### config.mk
export PLATFORM = sky130hd
export DESIGN_NAME = i2c_regbank
export DESIGN_NICKNAME = d
export VERILOG_FILES = /design/src/rtl/i2c_regbank_pkg.sv /design/src/rtl/i2c_regbank_ptr.sv /design/src/rtl/i2c_regbank.sv
export SDC_FILE = /design/constraint.sdc
export NUM_CORES = 1
export LEC_CHECK = 0
export ABC_AREA = 1
export ABC_CLOCK_PERIOD_IN_PS = 1800
export CORE_MARGIN = 5
export CORE_UTILIZATION = 30
export CTS_CLUSTER_DIAMETER = 50
export DETAILED_ROUTE_END_ITERATION = 10
export HOLD_SLACK_MARGIN = 0.15
export PLACE_DENSITY = 0.59
export REMOVE_ABC_BUFFERS = 1
export SLEW_MARGIN = 20
export SYNTH_ARGS = -nofsm -noshare
export SYNTH_HDL_FRONTEND = slang
export SYNTH_HIERARCHICAL = 1
export SYNTH_SLANG_ARGS = --single-unit
### constraint.sdc
create_clock -name i_ck -period 1.8 [get_ports i_ck]
set_clock_uncertainty 0.15 [all_clocks]
set_input_delay 0.36 -clock i_ck [delete_from_list [all_inputs] [get_ports i_ck]]
set_output_delay 0.36 -clock i_ck [all_outputs]
set_load 0.05 [all_outputs]
### src/rtl/i2c_regbank_pkg.sv
// i2c_regbank_pkg
// Shared constants for the I2C-style register bank: default parameter
// values and the transaction FSM state encoding.
//   DATA_W_DEF : default register width
//   ADDR_W_DEF : default pointer width (DEPTH = 2**ADDR_W)
//   WRAP_DEF   : default pointer wrap behaviour (1 = wrap, 0 = hold)
//   ST_*       : FSM states IDLE / ADDR / DATA
package i2c_regbank_pkg;

  localparam int DATA_W_DEF = 8;
  localparam int ADDR_W_DEF = 4;
  localparam int WRAP_DEF   = 1;

  typedef logic [1:0] state_t;

  localparam state_t ST_IDLE = 2'd0;
  localparam state_t ST_ADDR = 2'd1;
  localparam state_t ST_DATA = 2'd2;

endpackage

### src/rtl/i2c_regbank_ptr.sv
// i2c_regbank_ptr
// Register pointer: synchronous load, advance by one, wrap or saturate at
// the last register. Pointer survives idle periods; only reset clears it.
// Ports:
//   i_ck       : clock, rising edge
//   i_rstn     : asynchronous active-low reset
//   i_load     : load pointer from i_load_val (takes priority over advance)
//   i_load_val : new pointer value
//   i_adv      : advance pointer by one
//   o_ptr      : current pointer
module i2c_regbank_ptr
  import i2c_regbank_pkg::*;
#(
  parameter int ADDR_W = ADDR_W_DEF,
  parameter int WRAP   = WRAP_DEF
) (
  input  logic              i_ck,
  input  logic              i_rstn,
  input  logic              i_load,
  input  logic [ADDR_W-1:0] i_load_val,
  input  logic              i_adv,
  output logic [ADDR_W-1:0] o_ptr
);

  localparam logic [ADDR_W-1:0] PTR_MAX = {ADDR_W{1'b1}};

  always_ff @(posedge i_ck or negedge i_rstn) begin
    if (!i_rstn) begin
      o_ptr <= '0;
    end else if (i_load) begin
      o_ptr <= i_load_val;
    end else if (i_adv) begin
      if (o_ptr != PTR_MAX) begin
        o_ptr <= o_ptr + 1'b1;
      end else if (WRAP != 0) begin
        o_ptr <= '0;
      end
      // WRAP == 0: pointer saturates at the last register
    end
  end

endmodule

### src/rtl/i2c_regbank.sv
// i2c_regbank
// Byte-oriented register bank with an I2C-like access protocol: the first
// write after chip select loads the pointer, later writes store data with
// auto-increment, reads return reg[ptr] one cycle later with auto-increment.
// Optional feature macro: I2C_REGBANK_WPROT_EN -- bit0 of the last register
// write-protects all other registers and flags dropped writes on o_wr_err.
// Ports:
//   i_ck     : clock, rising edge
//   i_rstn   : asynchronous active-low reset
//   i_csn    : chip select, 0 = transaction active
//   i_wr_stb : write strobe for i_data (pointer or data byte)
//   i_rd_stb : read strobe
//   i_data   : write data / pointer value
//   o_data   : registered read data, held between reads
//   o_rvalid : one-cycle pulse, o_data updated
//   o_ptr    : current register pointer
//   o_wr_err : one-cycle pulse, data write dropped by write protect
//   o_regs   : all registers flattened, reg[n] at n*DATA_W +: DATA_W
module i2c_regbank
  import i2c_regbank_pkg::*;
#(
  parameter int DATA_W = DATA_W_DEF,
  parameter int ADDR_W = ADDR_W_DEF,
  parameter int WRAP   = WRAP_DEF
) (
  input  logic                         i_ck,
  input  logic                         i_rstn,
  input  logic                         i_csn,
  input  logic                         i_wr_stb,
  input  logic                         i_rd_stb,
  input  logic [DATA_W-1:0]            i_data,
  output logic [DATA_W-1:0]            o_data,
  output logic                         o_rvalid,
  output logic [ADDR_W-1:0]            o_ptr,
  output logic                         o_wr_err,
  output logic [(2**ADDR_W)*DATA_W-1:0] o_regs
);

  localparam int DEPTH = 2**ADDR_W;

  state_t            state;
  logic              in_txn;
  logic              wr;
  logic              rd;
  logic              ptr_load;
  logic              data_wr;
  logic              wr_block;
  logic              wr_commit;
  logic              ptr_adv;
  logic [DATA_W-1:0] rd_word;

  // Strobes only count once the FSM has left IDLE and chip select is still
  // asserted in the same cycle. A write wins over a simultaneous read.
  assign in_txn    = !i_csn && (state != ST_IDLE);
  assign wr        = in_txn && i_wr_stb;
  assign rd        = in_txn && i_rd_stb && !i_wr_stb;
  assign ptr_load  = wr && (state == ST_ADDR);
  assign data_wr   = wr && (state == ST_DATA);
  assign wr_commit = data_wr && !wr_block;
  // A blocked write still consumes its address slot.
  assign ptr_adv   = data_wr || rd;
  assign rd_word   = o_regs[o_ptr*DATA_W +: DATA_W];

  always_ff @(posedge i_ck or negedge i_rstn) begin
    if (!i_rstn) begin
      state <= ST_IDLE;
    end else if (i_csn) begin
      state <= ST_IDLE;
    end else begin
      case (state)
        ST_IDLE: state <= ST_ADDR;
        ST_ADDR: if (i_wr_stb) state <= ST_DATA;
        ST_DATA: state <= ST_DATA;
        default: state <= ST_IDLE;
      endcase
    end
  end

  i2c_regbank_ptr #(
    .ADDR_W (ADDR_W),
    .WRAP   (WRAP)
  ) u_ptr (
    .i_ck       (i_ck),
    .i_rstn     (i_rstn),
    .i_load     (ptr_load),
    .i_load_val (i_data[ADDR_W-1:0]),
    .i_adv      (ptr_adv),
    .o_ptr      (o_ptr)
  );

  // Register storage: one flop word per address, exposed directly on o_regs.
  genvar gi;
  for (gi = 0; gi < DEPTH; gi++) begin : g_reg
    logic [DATA_W-1:0] r;
    always_ff @(posedge i_ck or negedge i_rstn) begin
      if (!i_rstn) begin
        r <= '0;
      end else if (wr_commit && (o_ptr == ADDR_W'(gi))) begin
        r <= i_data;
      end
    end
    assign o_regs[gi*DATA_W +: DATA_W] = r;
  end

  always_ff @(posedge i_ck or negedge i_rstn) begin
    if (!i_rstn) begin
      o_data   <= '0;
      o_rvalid <= 1'b0;
    end else begin
      o_rvalid <= rd;
      if (rd) begin
        o_data <= rd_word;
      end
    end
  end

`ifdef I2C_REGBANK_WPROT_EN
  // The protect register itself stays writable so protection can be lifted.
  assign wr_block = o_regs[(DEPTH-1)*DATA_W] && (o_ptr != ADDR_W'(DEPTH-1));

  always_ff @(posedge i_ck or negedge i_rstn) begin
    if (!i_rstn) begin
      o_wr_err <= 1'b0;
    end else begin
      o_wr_err <= data_wr && wr_block;
    end
  end
`else
  assign wr_block = 1'b0;
  assign o_wr_err = 1'b0;
`endif

endmodule

Word level (Yosys, flattened, before mapping). Cells that the tools add are included.

Equal/unequal tests: 19. $lt $le $gt $ge: 0. Multiply operators: 0. Shifts and indexed selects: 1. Muxes and demuxes: 6. Bitwise gates (word level): 0. $add $sub $neg: 1. Reduce and logical (&&, ||, !) cells: 29. Div/mod/pow operators: 0.

Operators by type and width (number): $shiftx 128x8->8 (1); $eq 4x4->1 const B (8); $logic_and 1x1->1 (22); $eq 4x3->1 const B (4); $mux 4 (3); $eq 4x2->1 const B (2); $pmux 2 s3 (1); $add 4x1->4 const B (1); $eq 4x1->1 const B (1); $logic_not 4->1 (1); $mux 2 (2); $ne 4x4->1 const B (1); $reduce_bool 2->1 (2); $ne 3x3->1 const B (1); $eq 2x1->1 const B (1); $eq 2x2->1 const B (1); $logic_not 1->1 (2); $logic_not 2->1 (1); $logic_or 1x1->1 (1).

Output and inout bits: 142. Register bits after elaboration: 143. RAM bits: 0. Memories: 0. Latch bits: 0. Logic and storage cells: 76. Memory bits (read-only): 0. Input bits: 13.

Depth between registers and ports, before layout. Gate-level depths: netlist of the first run.

Depth after elaboration: 7. Depth in mapped cells: 12. Depth with buffers taken out: 11.

By module. The synthesis of the first run kept the hierarchy.

Modules (own cells, without submodules): i2c_regbank (area an instance 6889.1 um2, instances 1, cells an instance 886, sequential area each 3478.3 um2); i2c_regbank_ptr (area an instance 240.2 um2, instances 1, cells an instance 31, sequential area each 100.1 um2).

Worst setup path after synthesis of the first run. Ideal clock, no wire load.

Path kind: flip-flop to flip-flop. Start: reg u_ptr.o_ptr[0]. End: reg o_data[2]. Cell stages (with the launch flop): 12. Path buffers: 3. Clock period less this slack: 1998 ps. Library setup time: 72 ps. Data required time: 1578 ps. Setup slack: -198 ps. Data arrival time: 1776 ps. Cell sequence: dfrtp_1 -> buf_2 -> buf_2 -> buf_2 -> nand2_1 -> nand2_1 -> nand2_1 -> nand2_1 -> nand2_1 -> nand3_1 -> nor2_1 -> nor2_1.

Cells in the longest elaborated chain, start to end: 1.

RTL lines: start, declared (line i2c_regbank_ptr.sv:22) `output logic [ADDR_W-1:0] o_ptr`; start signal, assigned (line i2c_regbank_ptr.sv:31) `o_ptr <= i_load_val;`; start signal, assigned (line i2c_regbank_ptr.sv:34) `o_ptr <= o_ptr + 1'b1;`; $shiftx 128x8->8 (line i2c_regbank.sv:62) `assign rd_word = o_regs[o_ptr*DATA_W +: DATA_W];`; end signal, assigned (line i2c_regbank.sv:112) `o_data <= rd_word;`; end, declared (line i2c_regbank.sv:32) `output logic [DATA_W-1:0] o_data,`.

No other way between the ends. A chain may end at the register's enable or synchronous reset.

Worst setup path in the final report of the first run.
Start: reg state[1]. End: reg g_reg[9].r[6].

Cells in the longest elaborated chain, start to end: 5. Elaborated cells between the ends (all ways): 6. Those cells by class: 1 x eq/ne; 5 x reduce/logical.

RTL lines: start, declared (line i2c_regbank.sv:41) `state_t state;`; start signal, assigned (line i2c_regbank.sv:66) `state <= ST_IDLE;`; start signal, assigned (line i2c_regbank.sv:68) `state <= ST_IDLE;`; start signal, assigned (line i2c_regbank.sv:71) `ST_IDLE: state <= ST_ADDR;`; $reduce_bool 2->1 (line i2c_regbank.sv:54) `assign in_txn = !i_csn && (state != ST_IDLE);`; $logic_and 1x1->1 (line i2c_regbank.sv:54); $logic_and 1x1->1 (line i2c_regbank.sv:55) `assign wr = in_txn && i_wr_stb;`; $logic_and 1x1->1 * (line i2c_regbank.sv:58) `assign data_wr = wr && (state == ST_DATA);`; $logic_and 1x1->1 * (line i2c_regbank.sv:98) `end else if (wr_commit && (o_ptr == ADDR_W'(gi))) begin`; end signal, assigned (line i2c_regbank.sv:99) `r <= i_data;`; end, declared (line i2c_regbank.sv:94) `logic [DATA_W-1:0] r;`.

Every way passes the cells marked *; elsewhere a longest branch is shown, timed or not.

==> results of run 1 <==
## layer usage
metal  vias to the layer above  global-route usage (%)  part of all wire, %  wire (um)
li1                       3299                       -                    -          -
met1                      3242                    25.9                   42      11400
met2                       223                    31.8                   48      13000
met3                        37                    5.67                  7.2       1920
met4                         0                    5.87                  1.9        501
met5                         -                       0                    0          0
## metrics by stage
step	cells	setup slack [ps]	util, %	hold slack (ps)
floorplan	870	-1720	-	-85.6
CTS	1440	-62.2	50.1	234
finish	1454	-32.6	52.4	225
global placement	1398	-257	46.2	112
global route	1454	-144	52.4	259
detailed placement	1398	-328	46.2	115
## area by class of cell
cell class,instances,area share (%)
Inverter,68,2.31
Multi-Input combinational cell,668,28.8
Clock inverter,11,1.35
Sequential cell,143,29.2
Clock buffer,19,3.69
Timing Repair Buffer,226,31.4
Tap cell,319,3.26
## timing repair
item                                    4_1_cts  5_1_grt
hold buffers                                  1        0
resized for setup                            52      170
setup buffers                                 5        7
endpoints found under the setup margin      136      141
gates cloned                                  6        8
endpoints found under the hold margin       143        0
pin swaps                                     5       34
## power breakdown
| part | switching, mW | internal, mW | total [mW] |
|---|---|---|---|
| combinational | 4.89 | 3.53 | 8.41 |
| clock | 1.38 | 2.37 | 3.75 |
| sequential | 0.760 | 3.73 | 4.49 |
| total | 7.03 | 9.63 | 16.7 |
## cell usage after synthesis, types with 2 or more instances
| cell type | n | area share [%] |
|---|---|---|
| buf_6 | 12 | 1.9 |
| a21boi_1 | 2 | 0.21 |
| nor2_1 | 55 | 2.9 |
| nor2_4 | 3 | 0.47 |
| nor4_4 | 3 | 0.90 |
| inv_1 | 61 | 3.2 |
| nor3_4 | 3 | 0.68 |
| dfrtp_1 | 143 | 50 |
| nand2_1 | 403 | 21 |
| nand2_4 | 6 | 0.95 |
| buf_4 | 6 | 0.63 |
| o21ai_1 | 20 | 1.4 |
| a21oi_1 | 12 | 0.84 |
| ha_1 | 4 | 0.70 |
| nand3_1 | 17 | 1.2 |
| nand3_4 | 3 | 0.74 |
| buf_2 | 9 | 0.63 |
| o21ai_2 | 2 | 0.25 |
| clkbuf_1 | 13 | 0.68 |
| o21ai_0 | 110 | 7.7 |
| buf_1 | 6 | 0.32 |
| nor2_2 | 3 | 0.26 |
| nand2_2 | 6 | 0.53 |
| inv_2 | 5 | 0.26 |
## worst max-delay path by stage
stage,start,end,slack (ps),cells after the start
after global placement,i_csn,g_reg[2].r[2],-260,8
final,state[1],g_reg[9].r[6],-30,9
after CTS,state[1],g_reg[14].r[3],-60,10
after global routing,state[1],g_reg[1].r[3],-140,9
after floorplan,u_ptr/o_ptr[0],o_data[2],-1720,9
after detailed placement,i_csn,g_reg[7].r[5],-330,8
## logic make-up after synthesis
family,Yosys count,synth area share [%]
compound gates,147,10.5
xor+xnor,1,0.123
fa+ha+maj,4,0.702
buf+inv,115,7.97
flops,143,50.2
other cells,1,0.0526
simple gates,506,30.4
## sequential cells by signal, indices dropped and copies added, names as in the netlist
| name | cells |
|---|---|
| o_data | 8 |
| o_rvalid | 1 |
| g.r | 128 |
| state | 2 |
| u_ptr/o_ptr | 4 |
## cell usage in the layout, fill, tap and decap left out, drive strengths merged
master	netlist	routed
a22oi	1	1
and3	1	1
conb	1	1
ha	4	4
nor2	62	62
clkdlybuf4s50	0	11
buf	33	212
nand3	21	24
a21boi	2	2
clkbuf	14	20
xnor2	1	1
nand4	1	1
dlygate4sd3	0	1
nand2	415	421
bufbuf	0	1
clkinvlp	0	2
dfrtp	143	143
o21ai	132	132
inv	67	66
nor4	3	3
bufinv	0	4
a21oi	12	12
clkinv	1	7
nor3	3	3
==> flow_metrics.env, run 1 <==
export IMPL_tritoncts="built"
export IMPL_place_gp_congestion=0.867
export IMPL_die_x_um=164
export IMPL_path_common_cell="nor2_4"
export IMPL_grt_ovfl_total=0
export IMPL_cp_slowest_cell="dfrtp_1"
export IMPL_syn_inst=917
export IMPL_viasPerCell=4.68
export IMPL_drv_cap=0
export IMPL_postLayoutCellArea_um2=12300
export IMPL_r2r_end="g_reg[9].r[6]"
export IMPL_finalHoldViolations=0
export IMPL_synth_distinct_cells=34
export IMPL_fin_tns_setup_ps=-356
export IMPL_fp_dieH_um=164
export IMPL_worst_pin_slew_ps=517
export IMPL_yosysSeqAreaShare_pct=50.2
export IMPL_drt_iter0_drc=539
export IMPL_crit_buf_inv=2
export IMPL_worstPathMaxFanout=8
export IMPL_slew_headroom_pct=65.4
export IMPL_min_period_ps=1830
export IMPL_setup_viol=24
export IMPL_rows=56
export IMPL_dr_pass1_iters=5
export IMPL_cp_top_family="simple AND/OR/NAND/NOR gates"
export IMPL_coreArea_um2=23400
export IMPL_diodes=0
export IMPL_start_util_pct=30.5
export IMPL_first_global_vias=6655
export IMPL_drive_above_1_share_pct=33.9
export IMPL_cts_buffer_depth=2
export IMPL_critPathKind="flop to flop"
export IMPL_htreeDepth=4
export IMPL_io_pins=155
export IMPL_crit_arrival_ps=1990
export IMPL_cpPeakStageDelay_ps=360
export IMPL_drv_slew=0
export IMPL_r2r_cells=9
export IMPL_finalCritPeriodShare_pct=102
export IMPL_violations="negative setup slack"
export IMPL_total_power_mw=16.7
export IMPL_hold_class="input pin to asynchronous set/reset pin"
export IMPL_drt_wl_total_um=26700
export IMPL_cts_root_buffer="clkbuf_16"
export IMPL_ir_drop_v=0.000705
export IMPL_grt_pass1_wl_um=40200
export IMPL_vias=6801
export IMPL_cts_made_buffers=17
export IMPL_dp_hpwl_um=18300
export IMPL_clk_pin_slew_ps=60
export IMPL_ys_flop_type="dfrtp_1"
export IMPL_p_leak_nw=5.76
export IMPL_start_kind="flop"
export IMPL_multi_input_area_um2=3530
export IMPL_yosysWarnings=6
export IMPL_fmax_ghz=0.546
export IMPL_ys_ff_latch=143
export IMPL_powerDensity_nw_per_um2=1360
export IMPL_port_buffers=153
export IMPL_syn_to_final_growth_pct=72.0
export IMPL_status="finished, violations left"
export IMPL_grt_max_degree=45
export IMPL_crit_path_end_kind="flop"
export IMPL_clock_sinks=143
export IMPL_drc=0
export IMPL_placed_area_um2=10800
export IMPL_setup_ws_ps=-32.6
export IMPL_syn_avg_cell_area_um2=7.77
export IMPL_cp_data_required_time_ps=1960
export IMPL_grt_setup_unrepaired="true"
export IMPL_fin_nets=1141
export IMPL_path_cells="inv_2, ha_4, nor2_4, nand3_4, buf_12, nor2_4, nand2_4, nand2_2, o21ai_1"
export IMPL_gr_usage_all_layers_pct=19.8
export IMPL_antenna_found_initial=0
export IMPL_clk_latency_ps=430
export IMPL_regToRegSetupSlack_ps=-30
export IMPL_syn_cell_area_um2=7130
export IMPL_dieArea_um2=26900
export IMPL_nFillCells=2087
export IMPL_ys_async_sr_fraction_pct=100
export IMPL_synth_edf_count=0
export IMPL_wl_per_cell_um=18.4
export IMPL_seq_area_um2=3580
export IMPL_ant_nets=0
export IMPL_timing_rr_start="state[1]"
Note: power is estimated with default switching activity, not from simulation.
==> run 2: changes to the inputs <==
Settings changed: ABC_AREA 1 to unset, ABC_CLOCK_PERIOD_IN_PS 1800 to 2190, PLACE_DENSITY 0.59 to 0.58.
Clock period 1.8 ns to 2.19 ns, I/O delays scaled along.
==> flow_metrics.env, run 2 <==
export IMPL_status="finished, violations left"
export IMPL_violations="negative setup slack"
export IMPL_start_kind="flop"
export IMPL_port_buffers=153
export IMPL_worst_pin_slew_ps=812
export IMPL_finalNonFillerCells=944
export IMPL_crit_arrival_ps=2350
export IMPL_switching_share_pct=39.1
export IMPL_clock_power_share_pct=27.8
export IMPL_yosysTopAreaCell="dfrtp_1"
export IMPL_ys_ff_latch=143
export IMPL_drive_above_1_share_pct=49.8
export IMPL_pwr_share_comb_pct=41.0
export IMPL_fin_nets=668
export IMPL_ys_async_sr_fraction_pct=100
export IMPL_synth_most_common_cell="dfrtp_1"
export IMPL_cts_root_buffer="clkbuf_16"
export IMPL_die_x_um=159
export IMPL_grtUsageMet1_pct=21.2
export IMPL_fin_tns_setup_ps=-7.49
export IMPL_grt_pass1_wl_um=31900
export IMPL_yosysSeqAreaShare_pct=53.9
export IMPL_power_internal_mw=6.80
export IMPL_htreeDepth=4
export IMPL_setup_viol=2
export IMPL_worstPathMaxFanout=8
export IMPL_fmax_ghz=0.455
export IMPL_power_switching_mw=4.36
export IMPL_cp_data_required_time_ps=2340
export IMPL_grt_max_degree=63
export IMPL_synth_edf_count=0
export IMPL_grt_use_met3_pct=4.43
export IMPL_powerDensity_nw_per_um2=1160
export IMPL_ys_flop_type="dfrtp_1"
export IMPL_vias=4683
export IMPL_crit_path_end_kind="flop"
export IMPL_fin_util_pct=44.0
export IMPL_ant_nets=0
export IMPL_power_frac_seq_pct=31.2
export IMPL_layout_commonest_cell="dfrtp_1"
export IMPL_dieArea_um2=25200
export IMPL_syn_avg_cell_area_um2=14.5
export IMPL_grt_ovfl_total=0
export IMPL_yosysTopAreaCellShare_pct=53.9
export IMPL_yosys_top_cells_area="dfrtp_1, mux2_2, mux4_2"
export IMPL_gr_usage_all_layers_pct=16.3
export IMPL_drv_slew=0
export IMPL_most_common_layout_cells="dfrtp_1, mux2_2, buf_4, dlygate4sd2_1, mux2_4"
export IMPL_cts_buffer_depth=2
export IMPL_yosysWarnings=6
export IMPL_tritoncts="built"
export IMPL_slew_headroom_pct=45.8
export IMPL_grt_setup_unrepaired="true"
export IMPL_largest_reg_flops=128
export IMPL_first_global_vias=5143
export IMPL_dr_pass1_iters=5
export IMPL_antenna_found_initial=0
export IMPL_start_util_pct=30.4
export IMPL_setup_ws_ps=-6.28
export IMPL_syn_inst=459
export IMPL_finalHoldViolations=0
export IMPL_p_leak_nw=4.84
export IMPL_syn_to_final_growth_pct=44.6
export IMPL_clk_latency_ps=430
export IMPL_place_gp_congestion=0.772
export IMPL_critPathKind="flop to flop"
export IMPL_dp_slack_ps=-459
export IMPL_finalCritPeriodShare_pct=100
export IMPL_synth_distinct_cells=41
export IMPL_synth_cells_most_frequent="dfrtp_1, mux2_2, mux2i_1, mux4_2, nand2_1"
export IMPL_drt_wl_total_um=20400
export IMPL_syn_cell_area_um2=6650
export IMPL_drc=0
export IMPL_diodes=0
export IMPL_drv_cap=0
export IMPL_grt_busiest_layer="met2"
export IMPL_ir_drop_v=0.000743
export IMPL_viasPerCell=4.96
export IMPL_min_period_ps=2200
export IMPL_io_pins=155
export IMPL_cts_made_buffers=17
export IMPL_clk_pin_slew_ps=60
export IMPL_drt_iter0_drc=235
export IMPL_use_met2_pct=26.8
export IMPL_wl_per_cell_um=21.6
export IMPL_top_register="g.r"
export IMPL_reg_top3="g.r (128), o_data (8), u_ptr/o_ptr (4)"
export IMPL_dp_hpwl_um=15000
export IMPL_clock_sinks=143
export IMPL_coreArea_um2=21800
export IMPL_placed_cells=910
export IMPL_rows=54
export IMPL_hold_class="input pin to asynchronous set/reset pin"
export IMPL_fp_dieH_um=159
[run 2: changes by cell type in the layout (fill, tap and decap cells not counted), sizes merged, moves of 62 or more]
cell         previous run  this run
nand2                 421        18
mux2                    0       134
o21ai                 132         3
buf                   212       119
dlygate4sd2             0        71
inv                    66         4
[run 2: cell families after synthesis]
family	synth area share, %
mux	33.6
flops	53.9
simple gates	5.48
compound gates	3.58
buf+inv	2.52
fa+ha+maj	0.753
other cells	0.0564
xor+xnor	0.132
[run 2: final cells by class]
class                           instances  area (um^2)
Clock buffer                           21          470
Clock inverter                         11          161
Fill cell                            2016        12200
Inverter                                4         15.0
Multi-Input combinational cell        281         3090
Sequential cell                       143         3580
Tap cell                              280          350
Timing Repair Buffer                  204         1940
[run 2: what timing repair did]
| item | CTS | global route |
|---|---|---|
| hold buffers | 1 | 0 |
| gates resized for setup | 103 | 18 |
| gates cloned | 0 | 0 |
| pin swaps | 4 | 5 |
| endpoints found under the hold margin | 116 | 0 |
| setup endpoints to repair | 112 | 87 |
| buffers inserted | 1 | 1 |
[run 2: through the flow]
stage          hold WS, ps  cell area [um^2]  total power, mW
6_report               329              9610             11.2
5_1_grt                349              9610             11.7
4_1_cts                329              9560             11.3
3_5_place_dp           195              8870             8.12
3_3_place_gp           185              8870             8.04
2_1_floorplan        -7.59              6490             6.29
[run 2: worst max-delay path, cell delays in order, from the launching register on]
cell       delay (ps)
dfrtp_1           380
inv_2              70
ha_4              150
nand4bb_4         200
or3_4             410
nor3b_4           250
buf_12            160
mux2_4            300
[run 2: final timing paths]
check / startpoint / endpoint / slack, ps / cells after the start
max: state[1] / g_reg[8].r[7] / -6 / 7
min in group i_ck: g_reg[5].r[5] / g_reg[5].r[5] / 370 / 1
max reg2reg: state[1] / g_reg[8].r[7] / -6 / 7
min reg2reg: g_reg[5].r[5] / g_reg[5].r[5] / 370 / 1
max in group asynchronous: i_rstn / g_reg[10].r[6] / 900 / 3
min: i_rstn / g_reg[7].r[2] / 330 / 2
[run 2: power groups by stage]
stage | Sequential [mW] | Clock (mW) | Combinational (mW)
6_report | 3.49 | 3.10 | 4.57
5_1_grt | 3.56 | 3.29 | 4.84
4_1_cts | 3.49 | 3.17 | 4.60
3_5_place_dp | 3.53 | 0 | 4.59
3_3_place_gp | 3.52 | 0 | 4.52
2_1_floorplan | 5.15 | 0 | 1.14
[run 2: metal layers]
layer	vias to the layer above	wire length (um)
met2	135	10100
met3	31	1090
met5	-	0
met1	2419	8850
li1	2098	-
met4	0	373
==> run 3: changes to the inputs <==
Settings changed: CORE_MARGIN 5 to 2.
==> flow_metrics.env, run 3 (synthesis results as in run 2) <==
export IMPL_place_gp_congestion=0.795
export IMPL_fmax_ghz=0.453
export IMPL_diodes=0
export IMPL_path_cells="inv_2, ha_4, nand4bb_4, or3_4, nor3b_4, buf_12, mux2_4"
export IMPL_dr_pass1_iters=4
export IMPL_power_switching_mw=4.43
export IMPL_antenna_found_initial=0
export IMPL_setup_ws_ps=-19.4
export IMPL_critPathKind="flop to flop"
export IMPL_grt_ovfl_total=0
export IMPL_drv_slew=0
export IMPL_violations="negative setup slack"
export IMPL_finalCritPeriodShare_pct=101
export IMPL_setup_viol=11
export IMPL_regToRegSetupSlack_ps=-20
export IMPL_crit_arrival_ps=2350
export IMPL_grt_pass1_wl_um=30600
export IMPL_cp_top_family="simple AND/OR/NAND/NOR gates"
export IMPL_clock_power_share_pct=26.7
export IMPL_powerDensity_nw_per_um2=1150
export IMPL_clk_pin_slew_ps=60
export IMPL_start_kind="flop"
export IMPL_crit_end="g_reg[4].r[3]"
export IMPL_placed_cells=916
export IMPL_startpoint="state[1]"
export IMPL_htreeDepth=4
export IMPL_cp_slowest_cell="or3_4"
export IMPL_pwr_share_comb_pct=41.9
export IMPL_cts_root_buffer="clkbuf_16"
export IMPL_fp_dieH_um=153
export IMPL_tritoncts="built"
export IMPL_top_register="g.r"
export IMPL_coreArea_um2=21800
export IMPL_power_frac_seq_pct=31.4
export IMPL_ir_drop_v=0.000557
export IMPL_cpPeakStageDelay_ps=410
export IMPL_grt_max_degree=52
export IMPL_crit_path_end_kind="flop"
export IMPL_rows=54
export IMPL_crit_buf_inv=2
export IMPL_reg_top3="g.r (128), o_data (8), u_ptr/o_ptr (4)"
export IMPL_status="finished, violations left"
export IMPL_timing_rr_start="state[1]"
export IMPL_dieArea_um2=23400
export IMPL_syn_to_final_growth_pct=47.0
export IMPL_slew_headroom_pct=58.3
export IMPL_gr_usage_all_layers_pct=17.1
export IMPL_dp_hpwl_um=14300
export IMPL_clk_latency_ps=410
export IMPL_worstPathMaxFanout=8
export IMPL_cts_made_buffers=17
export IMPL_hold_class="input pin to asynchronous set/reset pin"
export IMPL_clock_sinks=143
export IMPL_drt_wl_total_um=20200
export IMPL_most_common_layout_cells="dfrtp_1, mux2_2, buf_4, dlygate4sd2_1, mux2_4"
export IMPL_r2r_end="g_reg[4].r[3]"
export IMPL_io_pins=155
export IMPL_fin_nets=676
export IMPL_die_x_um=153
export IMPL_wl_per_cell_um=21.2
export IMPL_drt_iter0_drc=209
export IMPL_worst_pin_slew_ps=624
export IMPL_drive_above_1_share_pct=50.3
export IMPL_finalNonFillerCells=952
export IMPL_r2r_cells=7
export IMPL_drv_cap=0
export IMPL_layout_commonest_cell="dfrtp_1"
export IMPL_power_internal_mw=6.78
export IMPL_first_global_vias=5117
export IMPL_fin_util_pct=44.9
export IMPL_cts_buffer_depth=2
export IMPL_port_buffers=153
export IMPL_cp_depth=7
export IMPL_largest_reg_flops=128
export IMPL_vias=4716
export IMPL_grt_setup_unrepaired="true"
export IMPL_switching_share_pct=39.5
export IMPL_cp_data_required_time_ps=2330
export IMPL_ant_nets=0
export IMPL_start_util_pct=30.5
export IMPL_viasPerCell=4.95
export IMPL_p_leak_nw=5.01
export IMPL_drc=0
export IMPL_min_period_ps=2210
export IMPL_finalHoldViolations=0
run 3: changes by cell type in the layout (fill, tap and decap cells not counted), moves of 2 or more:
cell            previous run  this run
buf_4                     95        86
dlygate4sd2_1             71        80
buf_6                      2         9
a221oi_1                   5         0
a221oi_2                   1         6
nand2_1                   15        11
nand2_4                    0         4
buf_12                    22        19
clkinv_2                   5         2
dlymetal6s2s_1             1         4
clkinvlp_4                 1         3
run 3: area by class of cell:
cell class | count | area (um^2)
flip-flops and latches | 143 | 3580
well taps | 280 | 350
fillers | 1992 | 12000
repair buffers | 212 | 2030
clock inverters | 9 | 131
clock buffers | 23 | 488
multi-input cells | 281 | 3170
inverters | 4 | 15.0
run 3: per-stage QoR:
| stage | instance area, um^2 | TNS, ps | setup slack, ps | hold WS, ps | power (mW) |
|---|---|---|---|---|---|
| after global placement | 8910 | -34830 | -411 | 232 | 8.00 |
| after detailed placement | 8910 | -37970 | -454 | 232 | 8.08 |
| after floorplan | 6490 | -148430 | -1350 | -7.59 | 6.29 |
| after CTS | 9510 | -234 | -25.4 | 381 | 11.1 |
| after global routing | 9770 | -2450 | -85.9 | 388 | 11.7 |
| final | 9770 | -158 | -19.4 | 374 | 11.2 |
run 3: power by group through the flow:
stage | Clock [mW] | Combinational, mW | Sequential (mW)
floorplan | 0 | 1.14 | 5.15
global placement | 0 | 4.47 | 3.52
detailed placement | 0 | 4.54 | 3.54
CTS | 3.06 | 4.52 | 3.50
global route | 3.18 | 4.95 | 3.58
finish | 3.00 | 4.70 | 3.52
run 3: worst min path at each step:
stage / from / end / slack (ps)
after floorplan: i_rstn / g_reg[0].r[0] / -8
after global placement: i_rstn / g_reg[5].r[2] / 230
after detailed placement: i_rstn / g_reg[7].r[2] / 230
after CTS: i_rstn / g_reg[7].r[2] / 380
after global routing: i_rstn / g_reg[7].r[2] / 390
final: i_rstn / g_reg[7].r[2] / 370
run 3: layer usage:
layer / up-vias / routed length, um / global-route usage (%)
li1: 2100 / - / -
met3: 14 / 845 / 4.03
met4: 0 / 215 / 4.50
met1: 2493 / 8770 / 22.1
met2: 109 / 10400 / 29.0
met5: - / 0 / 0
run 3: timing repair:
item	4_1_cts	5_1_grt
buffers inserted	3	1
gates cloned	0	1
gates resized for setup	102	56
endpoints found under the setup margin	152	130
endpoints found under the hold margin	37	0
pin swaps	3	4
hold buffers	1	0
